`config.mk`:
```
export PLATFORM = sky130hd
export DESIGN_NAME = mem_access_unit
export DESIGN_NICKNAME = d
export VERILOG_FILES = /design/src/rtl/mem_access_unit_pkg.sv /design/src/rtl/mem_load_align.sv /design/src/rtl/mem_access_unit.sv
export SDC_FILE = /design/constraint.sdc
export NUM_CORES = 1
export LEC_CHECK = 0
export ABC_AREA = 1
export BUFFER_PORTS_ARGS = -buffer_cell sky130_fd_sc_hd__buf_2
export CAP_MARGIN = 25
export CELL_PAD_IN_SITES_DETAIL_PLACEMENT = 0
export CELL_PAD_IN_SITES_GLOBAL_PLACEMENT = 2
export CORE_MARGIN = 3
export CORE_UTILIZATION = 26
export DETAILED_ROUTE_END_ITERATION = 12
export HOLD_SLACK_MARGIN = 0.1
export PLACE_DENSITY = 0.82
export SYNTH_ARGS = -nofsm -noshare
export SYNTH_HDL_FRONTEND = slang
export SYNTH_SLANG_ARGS = --single-unit
```
`constraint.sdc`:
```
create_clock -name clk -period 2.52 [get_ports clk]
set_input_delay 0.252 -clock clk [delete_from_list [all_inputs] [get_ports clk]]
set_output_delay 0.252 -clock clk [all_outputs]
set_load 0.01 [all_outputs]
```
`src/rtl/mem_access_unit_pkg.sv`:
```
// Shared encodings for the multi-cycle memory access unit: access sizes,
// fault codes, FSM states and the alignment rule.
package mem_access_unit_pkg;

    typedef enum logic [1:0] {
        BYTE   = 2'd0,
        HALF   = 2'd1,
        WORD   = 2'd2,
        DOUBLE = 2'd3
    } size_e;

    typedef enum logic [1:0] {
        FLT_NONE     = 2'd0,
        FLT_MISALIGN = 2'd1,
        FLT_BUS      = 2'd2,
        FLT_TIMEOUT  = 2'd3
    } fault_e;

    typedef enum logic [1:0] {
        ST_IDLE = 2'd0,
        ST_WAIT = 2'd1,
        ST_RESP = 2'd2
    } state_e;

    // DOUBLE has no legal alignment on a 32-bit datapath.
    function automatic logic is_misaligned(input logic [2:0] addr_lo,
                                           input logic [1:0] size,
                                           input int         xlen);
        logic mis;
        mis = 1'b0;
        case (size)
            HALF:    mis = addr_lo[0];
            WORD:    mis = |addr_lo[1:0];
            DOUBLE:  mis = (xlen == 32) || (|addr_lo);
            default: mis = 1'b0;
        endcase
        return mis;
    endfunction

endpackage

```
`src/rtl/mem_load_align.sv`:
```
// Moves the addressed lane of a full-width read word down to bit 0 and
// sign- or zero-extends it to XLEN according to the access size.
module mem_load_align
    import mem_access_unit_pkg::*;
#(
    parameter int XLEN = 32,
    parameter int OFFW = $clog2(XLEN / 8)
) (
    input  logic [XLEN-1:0] rdata,
    input  logic [OFFW-1:0] off,
    input  logic [1:0]      size,
    input  logic            sign_ext,
    output logic [XLEN-1:0] data
);

    logic [XLEN-1:0] shifted;
    logic [XLEN-1:0] mask;
    logic [XLEN-1:0] top_bit;
    logic            fill;
    int unsigned     width;

    always_comb begin
        shifted = rdata >> {off, 3'b000};
        width   = 32'd8 << size;
        if (width > XLEN) begin
            width = XLEN;
        end
        mask    = {XLEN{1'b1}} >> (XLEN - width);
        top_bit = {{(XLEN-1){1'b0}}, 1'b1} << (width - 1);
        fill    = sign_ext && ((shifted & top_bit) != '0);
        data    = fill ? (shifted | ~mask) : (shifted & mask);
    end

endmodule

```
`src/rtl/mem_access_unit.sv`:
```
// Multi-cycle load/store unit: one access per request handshake, drives a
// req/ack data-memory port and returns extended load data plus a fault code.
module mem_access_unit
    import mem_access_unit_pkg::*;
#(
    parameter int XLEN    = 32,
    parameter int TIMEOUT = 16
) (
    input  logic              clk,
    input  logic              rst_n,
    input  logic              req_valid,
    output logic              req_ready,
    input  logic [XLEN-1:0]   req_addr,
    input  logic [XLEN-1:0]   req_wdata,
    input  logic [1:0]        req_size,
    input  logic              req_signed,
    input  logic              req_store,
    output logic              resp_valid,
    input  logic              resp_ready,
    output logic [XLEN-1:0]   resp_rdata,
    output logic [1:0]        resp_fault,
    output logic              mem_req,
    output logic              mem_we,
    output logic [XLEN-1:0]   mem_addr,
    output logic [XLEN/8-1:0] mem_wstrb,
    output logic [XLEN-1:0]   mem_wdata,
    input  logic              mem_ack,
    input  logic              mem_err,
    input  logic [XLEN-1:0]   mem_rdata
);

    localparam int NB   = XLEN / 8;
    localparam int OFFW = $clog2(NB);
    localparam int CW   = (TIMEOUT < 2) ? 1 : $clog2(TIMEOUT);
    localparam logic [CW-1:0] TO_LAST = CW'((TIMEOUT == 0) ? 0 : TIMEOUT - 1);

    state_e            state_q, state_d;
    logic              req_ready_q, req_ready_d;
    logic              resp_valid_q, resp_valid_d;
    logic [XLEN-1:0]   resp_rdata_q, resp_rdata_d;
    logic [1:0]        resp_fault_q, resp_fault_d;
    logic              mem_req_q, mem_req_d;
    logic              mem_we_q, mem_we_d;
    logic [XLEN-1:0]   mem_addr_q, mem_addr_d;
    logic [NB-1:0]     mem_wstrb_q, mem_wstrb_d;
    logic [XLEN-1:0]   mem_wdata_q, mem_wdata_d;
    logic [CW-1:0]     cnt_q, cnt_d;
    logic [OFFW-1:0]   off_q, off_d;
    logic [1:0]        size_q, size_d;
    logic              sign_q, sign_d;
    logic              store_q, store_d;

    logic [OFFW-1:0]   req_off;
    logic [NB-1:0]     size_mask;
    logic              misaligned;
    logic [XLEN-1:0]   load_data;

    mem_load_align #(.XLEN(XLEN), .OFFW(OFFW)) u_align (
        .rdata    (mem_rdata),
        .off      (off_q),
        .size     (size_q),
        .sign_ext (sign_q),
        .data     (load_data)
    );

    always_comb begin
        req_off    = req_addr[OFFW-1:0];
        misaligned = is_misaligned(req_addr[2:0], req_size, XLEN);
        case (req_size)
            BYTE:    size_mask = NB'(1);
            HALF:    size_mask = NB'(3);
            WORD:    size_mask = NB'(15);
            default: size_mask = NB'(255);
        endcase
    end

    always_comb begin
        state_d      = state_q;
        req_ready_d  = req_ready_q;
        resp_valid_d = resp_valid_q;
        resp_rdata_d = resp_rdata_q;
        resp_fault_d = resp_fault_q;
        mem_req_d    = mem_req_q;
        mem_we_d     = mem_we_q;
        mem_addr_d   = mem_addr_q;
        mem_wstrb_d  = mem_wstrb_q;
        mem_wdata_d  = mem_wdata_q;
        cnt_d        = cnt_q;
        off_d        = off_q;
        size_d       = size_q;
        sign_d       = sign_q;
        store_d      = store_q;

        case (state_q)
            ST_IDLE: begin
                if (req_valid) begin
                    if (misaligned) begin
                        state_d      = ST_RESP;
                        resp_valid_d = 1'b1;
                        resp_fault_d = FLT_MISALIGN;
                        resp_rdata_d = '0;
                    end else begin
                        state_d     = ST_WAIT;
                        mem_req_d   = 1'b1;
                        mem_we_d    = req_store;
                        mem_addr_d  = {req_addr[XLEN-1:OFFW], {OFFW{1'b0}}};
                        mem_wstrb_d = req_store ? (size_mask << req_off) : '0;
                        mem_wdata_d = req_wdata << {req_off, 3'b000};
                        cnt_d       = '0;
                        off_d       = req_off;
                        size_d      = req_size;
                        sign_d      = req_signed;
                        store_d     = req_store;
                    end
                end
            end
            ST_WAIT: begin
                // An ack arriving in the expiry cycle still completes normally.
                if (mem_ack) begin
                    state_d      = ST_RESP;
                    resp_valid_d = 1'b1;
                    resp_fault_d = mem_err ? FLT_BUS : FLT_NONE;
                    resp_rdata_d = (mem_err || store_q) ? '0 : load_data;
                end else if ((TIMEOUT != 0) && (cnt_q == TO_LAST)) begin
                    state_d      = ST_RESP;
                    resp_valid_d = 1'b1;
                    resp_fault_d = FLT_TIMEOUT;
                    resp_rdata_d = '0;
                end else begin
                    cnt_d = cnt_q + 1'b1;
                end
                if (state_d == ST_RESP) begin
                    mem_req_d   = 1'b0;
                    mem_we_d    = 1'b0;
                    mem_wstrb_d = '0;
                end
            end
            ST_RESP: begin
                if (resp_ready) begin
                    state_d      = ST_IDLE;
                    resp_valid_d = 1'b0;
                    resp_fault_d = FLT_NONE;
                    resp_rdata_d = '0;
                end
            end
            default: state_d = ST_IDLE;
        endcase

        req_ready_d = (state_d == ST_IDLE);
    end

    always_ff @(posedge clk) begin
        if (!rst_n) begin
            state_q      <= ST_IDLE;
            req_ready_q  <= 1'b1;
            resp_valid_q <= 1'b0;
            resp_rdata_q <= '0;
            resp_fault_q <= FLT_NONE;
            mem_req_q    <= 1'b0;
            mem_we_q     <= 1'b0;
            mem_addr_q   <= '0;
            mem_wstrb_q  <= '0;
            mem_wdata_q  <= '0;
            cnt_q        <= '0;
            off_q        <= '0;
            size_q       <= '0;
            sign_q       <= 1'b0;
            store_q      <= 1'b0;
        end else begin
            state_q      <= state_d;
            req_ready_q  <= req_ready_d;
            resp_valid_q <= resp_valid_d;
            resp_rdata_q <= resp_rdata_d;
            resp_fault_q <= resp_fault_d;
            mem_req_q    <= mem_req_d;
            mem_we_q     <= mem_we_d;
            mem_addr_q   <= mem_addr_d;
            mem_wstrb_q  <= mem_wstrb_d;
            mem_wdata_q  <= mem_wdata_d;
            cnt_q        <= cnt_d;
            off_q        <= off_d;
            size_q       <= size_d;
            sign_q       <= sign_d;
            store_q      <= store_d;
        end
    end

    assign req_ready  = req_ready_q;
    assign resp_valid = resp_valid_q;
    assign resp_rdata = resp_rdata_q;
    assign resp_fault = resp_fault_q;
    assign mem_req    = mem_req_q;
    assign mem_we     = mem_we_q;
    assign mem_addr   = mem_addr_q;
    assign mem_wstrb  = mem_wstrb_q;
    assign mem_wdata  = mem_wdata_q;

endmodule

```
# After elaboration in Yosys (flattened, before gate mapping)
# Index checks and enable logic that the tools add are counted.
# Widths: inputs -> output; s select.
op_classes:
  eq_ne: 15
  add_sub_neg: 3
  n_reduce_logical: 13
  n_mul: 0
  n_div: 0
  n_mux: 48
  shifts: 6
  bitwise_logic: 5
  order_cmp: 1
op_table:
  columns: ["cell", "n"]
  rows:
  - ["$mux 32", 8]
  - ["$pmux 32 s3", 1]
  - ["$and 32x32->32", 2]
  - ["$gt 32x6->1 const B", 1]
  - ["$mux 4", 8]
  - ["$not 32->32", 1]
  - ["$or 32x32->32", 1]
  - ["$reduce_bool 32->1", 1]
  - ["$shl 1x32->32 const A", 1]
  - ["$shl 32x5->32", 1]
  - ["$shl 4x2->32 const A", 1]
  - ["$shr 32x32->32 const A", 1]
  - ["$shr 32x5->32", 1]
  - ["$sub 32x1->32 const B", 1]
  - ["$sub 6x32->32 const A", 1]
  - ["$mux 2", 12]
  - ["$pmux 4 s2", 3]
  - ["$ne 2x2->1 const B", 7]
  - ["$pmux 2 s3", 2]
  - ["$mux 1", 10]
  - ["$reduce_and 5->1", 2]
  - ["$eq 2x2->1 const B", 4]
  - ["$logic_not 2->1", 3]
  - ["$pmux 1 s3", 2]
  - ["other kinds (14)", 16]
totals:
  register_bits: 116
  n_memories: 0
  input_bits: 106
  word_cells: 106
  ramBits: 0
  latch_bits: 0
  rom_bits: 0
  out_inout_bits: 106

# Depth between registers and ports, before layout
logic_depth:
  word_depth: 12
  ltp_mapped: 14
  depth_no_buf: 13

# Cells and area by module
# Synthesis repeated with hierarchy kept, for this count alone.
unflattened:
  cells_unflattened: 859
  area_unflattened_um2: 5710.5
modules_own_cells:
  columns: ["mod", "seq_area_each_um2", "n_inst", "cells_per_inst", "area_per_inst_um2"]
  rows:
  - ["mem_access_unit", 2322.2, 1, 684, 4914.7]
  - ["mem_load_align", 0.0, 1, 175, 795.8]

# Least setup slack after synthesis
# No wires, ideal clock.
synth_path:
  path_kind: "register -> register"
  from: "register size_q[0]"
  to: "register resp_rdata_q[24], in the netlist resp_rdata[24]"
  t_required_ns: 2.388
  setup_time_ns: 0.132
  slack_ns: 0.541
  path_buffers: 1
  t_arrival_ns: 1.847
  stages_incl_launch_ff: 14
  synth_period_minus_slack_ns: 1.979
  path_cell_list: "dfxtp_1 > nor2_1 > inv_1 > ha_1 > clkbuf_1 > inv_1 > nand2_1 > nand2_1 > nand2_1 > nand2_1 > nand2_1 > nand2_1 > nand2_1 > a21oi_1"
synth_via:
  elab_chain_len: 12
  word_cells_on_any_way: 17
  cone_classes: "add/sub (2); order compare (1); shift (3); mux (5); bitwise (4); reduce/logical (2)"
synth_rtl:
  columns: ["item", "line_no", "rtl"]
  rows:
  - ["start: declaration", "mem_access_unit.sv:49", "logic [1:0] size_q, size_d;"]
  - ["start signal: assignment", "mem_access_unit.sv:182", "size_q <= size_d;"]
  - ["$shl 4x2->32 *", "mem_load_align.sv:24", "width = 32'd8 << size;"]
  - ["$gt 32x6->1", "mem_load_align.sv:25", "if (width > XLEN) begin"]
  - ["$mux 32 *", "mem_load_align.sv:25", null]
  - ["parallel branches: the longest is 5 deep, another holds $sub 6x32->32", null, null]
  - ["$mux 32 *", "mem_load_align.sv:31", "data = fill ? (shifted | ~mask) : (shifted & mask);"]
  - ["$mux 32 *", "mem_access_unit.sv:123", "resp_rdata_d = (mem_err || store_q) ? '0 : load_data;"]
  - ["$mux 32 *", "mem_access_unit.sv:119", "if (mem_ack) begin"]
  - ["$pmux 32 s3 *", "mem_access_unit.sv:94", "case (state_q)"]
  - ["end signal: assignment", "mem_access_unit.sv:173", "resp_rdata_q <= resp_rdata_d;"]
  - ["end: declaration", "mem_access_unit.sv:40", "logic [XLEN-1:0] resp_rdata_q, resp_rdata_d;"]
# Mark *: on every way between the ends.
# A chain may end at the register's enable or synchronous reset.

# Final worst setup path
layout_path:
  from: "register state_q[1]"
  to: "register resp_rdata_q[4], in the netlist resp_rdata[4]"
layout_via:
  elab_chain_len: 3
  word_cells_on_any_way: 10
  cone_classes: "eq/ne (6); mux (1); reduce/logical (3)"
layout_rtl:
  columns: ["item", "line_no", "rtl"]
  rows:
  - ["start: declaration", "mem_access_unit.sv:37", "state_e state_q, state_d;"]
  - ["start signal: assignment", "mem_access_unit.sv:170", "state_q <= state_d;"]
  - ["$eq 2x1->1 (tied with other cells)", "mem_access_unit.sv:94", null]
  - ["$ne 3x3->1 (no source line) (tied with other cells)", null, null]
  - ["$reduce_and 5->1 (no source line)", null, null]
# Parallel ways exist; a longest one is shown, timed or not.

==> summary.md <==
| Metric | Value |
|---|---|
| Register share of total power | 0.367 |
| Max_cap viols | 0 |
| Worst Setup Start Kind | flop |
| Commonest non-fill, non-tap cells in the layout | nand2_1, buf_2, a21oi_1 |
| Clk Latency, worst-skew pair | about 0.42 ns |
| Cell Area, Synth | 5560 um2 |
| Maximum fanout along the worst path | 28 |
| Clock skew | 0.0105 ns |
| Final worst-path cycle share | 0.850 |
| Vias in the first global route | 5783 |
| CP arrival | between 2 and 2.5 ns |
| Max_slew headroom | 0.521 |
| CTS sink count | 116 |
| Fin nets | 1141 |
| PortBufs | 209 |
| Hold Slack | 0.127 ns |
| Clock period minus worst slack | around 2.1 ns |
| Peak supply drop | 0.391 mV |
| Worst slew pin tran | 0.719 ns |
| Worst path required time | 2.86 ns |
| Fmax | 0.467 GHz |
| HP Class | primary input to flop |
| Switching Share | 0.297 |
| CTS root buffer | clkbuf_16 |
| Clock Path Buffers | 2 |
| Post-CTS setup buffers | 0 |
| First-pass GRT wire length | about 31000 um |
| Ys flop type | dfxtp_1 |
| Static leakage | 3.61 nW |
| Crit end category | flop |
| Pwr dens | 693 nW/um2 |
| Post-detail-place hpwl | 14000 um |
| Global-route usage over all layers | 0.167 |
| Synth area leaders | dfxtp_1, nand2_1, a21oi_1, o21ai_0, nand3_1 |
| CTS Buf Count | 17 |
| Synthesis-stage register bit count | 116 |
| Cell taking the most area after synthesis | dfxtp_1 |
| NetSw | 1.59 mW |
| Design area | between 7000 and 8000 um2 |
| Clock power frac | 0.453 |
| Core area | 20600 um2 |
| H-tree Lvls | 4 |
| Drt pass-1 iters | 5 |
| Vias | 5924 |
| Comb power frac | 0.180 |
| # IOs | 212 |
| Layout overhead on the synthesized area | 39.2% |
| Ys Warns | 0 |
| Top cell type's share of synthesized area | 0.418 |
| Wire per inst | 14.9 um |
| FP Rows | 52 |
| Asr flop ratio synth | 0 |
| Status | finished, final reports clean |
| Fin. Hold Viols | 0 |
| Clk slew on worst S/H paths | 0.06 ns |
| Antenna viol nets, final | 0 |
| Final WL | 19600 um |
| Die area | roughly 23000 um2 |
| CTS tree | yes |
| Register area share after synthesis | 0.418 |
| Fin Setup TNS | 0 ns |
| Commonest non-fill, non-tap cell in the layout | nand2_1 |
| Layout cells sized above 1 | 0.276 |
| GRT overflow | 0 |
| Initial Utilization | 0.269 |
| RSZ-0062 raised after global routing | false |
| Largest net degree at the start of global routing | 63 |
| Slew Viols, Final | 0 |
| DR iter-0 viols | 284 |
| EDFF count, synth | 0 |
| Int Pwr | about 3.8 mW |
| RD Place Congestion | between 0.8 and 0.9 |
| Synth Area per Inst | 6.89 um2 |
| Remaining routing DRC violations | 0 |
| Die height | 152 um |
| Die Span X | 152 um |
| Setup violations, final | 0 |
| Routed vias/inst | 4.52 |
| Post-Synthesis Cells | 807 |
| Antenna violations before repair | 1 |
| WS Path Type | flop to flop |
| Synth cell types | 36 |
| Cell Area, Placed | just under 7000 um2 |
cell type report:
cell class,count,area (um2)
clock buffers,19,443
fillers,2279,12900
repair buffers,255,1510
inverters,48,181
flip-flops and latches,116,2320
diodes,1,2.50
well taps,270,338
clock inverters,13,151
multi-input cells,589,2790
Yosys cell counts, types with 2 or more instances:
cell and instances:
a211oi_1 2, a21oi_1 118, a22oi_1 8, a31oi_1 4, buf_1 4, buf_2 16
buf_4 5, buf_6 3, clkbuf_1 27, dfxtp_1 116, ha_1 8, inv_1 44
inv_2 3, nand2_1 248, nand2_2 7, nand3_1 38, nor2_1 50, nor2_2 10
nor2_4 2, nor3_1 2, o211ai_1 14, o21ai_0 60, or2_2 5
through the flow:
| step | std cells | power, mW | utilization | setup slack, ns |
|---|---|---|---|---|
| after floorplan | 808 | 2.58 | - | 0.541 |
| after global placement | 1247 | 2.94 | 0.331 | 0.352 |
| after detailed placement | 1247 | 2.94 | 0.331 | 0.369 |
| after CTS | 1310 | 5.43 | 0.375 | 0.363 |
| after global routing | 1310 | 5.65 | 0.375 | 0.140 |
| final | 1311 | 5.36 | 0.375 | 0.379 |
cell families after synthesis:
group / after synthesis / synth area share
other cells: 1 / 0.000675
fa+ha+maj: 8 / 0.0180
simple gates: 368 / 0.278
compound gates: 210 / 0.203
xor+xnor: 1 / 0.00158
flops: 116 / 0.418
buf+inv: 103 / 0.0806
state kept, by name, indices dropped and copies added, names as in the netlist:
name / count
cnt_q: 4
mem_addr: 30
mem_req: 1
mem_wdata: 32
mem_we: 1
mem_wstrb: 4
off_q: 2
req_ready: 1
resp_fault: 2
resp_rdata: 32
resp_valid: 1
sign_q: 1
size_q: 2
state_q: 2
store_q: 1
worst paths after layout:
kind | startpoint | to | slack [ns] | depth (start not counted)
worst max-delay path | state_q[1] | resp_rdata[4] | 0.38 | 11
worst min-delay path | req_wdata[7] | mem_wdata[7] | 0.13 | 3
worst max register to register | state_q[1] | resp_rdata[4] | 0.38 | 11
worst min register to register | mem_addr[16] | mem_addr[16] | 0.46 | 2
what timing repair did:
action                                 CTS  global route
endpoints found under the hold margin   31             0
hold buffers                            31             0
gates resized for setup                  0             0
worst max-delay path: stages, from the launching register on:
cell      delay [ns]
dfxtp_1         0.41
inv_1           0.10
ha_1            0.21
inv_2           0.08
nor2_2          0.04
nand2_2         0.08
o21ai_2         0.08
nor2_4          0.12
nand3b_4        0.34
inv_1           0.34
nand3_1         0.12
a21oi_1         0.14
power by group through the flow:
| stage | combinational [mW] | sequential (mW) | clock (mW) |
|---|---|---|---|
| after floorplan | 0.542 | 2.03 | 0 |
| after global placement | 0.940 | 2.00 | 0 |
| after detailed placement | 0.935 | 2.01 | 0 |
| after CTS | 0.978 | 1.97 | 2.49 |
| after global routing | 1.09 | 1.98 | 2.58 |
| final | 0.965 | 1.97 | 2.43 |
metal layers:
layer / vias up / GRT usage / wire, um
li1: 3084 / - / -
met1: 2631 / 0.211 / 8730
met2: 182 / 0.263 / 8870
met3: 25 / 0.0653 / 1640
met4: 2 / 0.0514 / 326
met5: - / 0 / 13
Note: power is estimated with default switching activity, not from simulation.
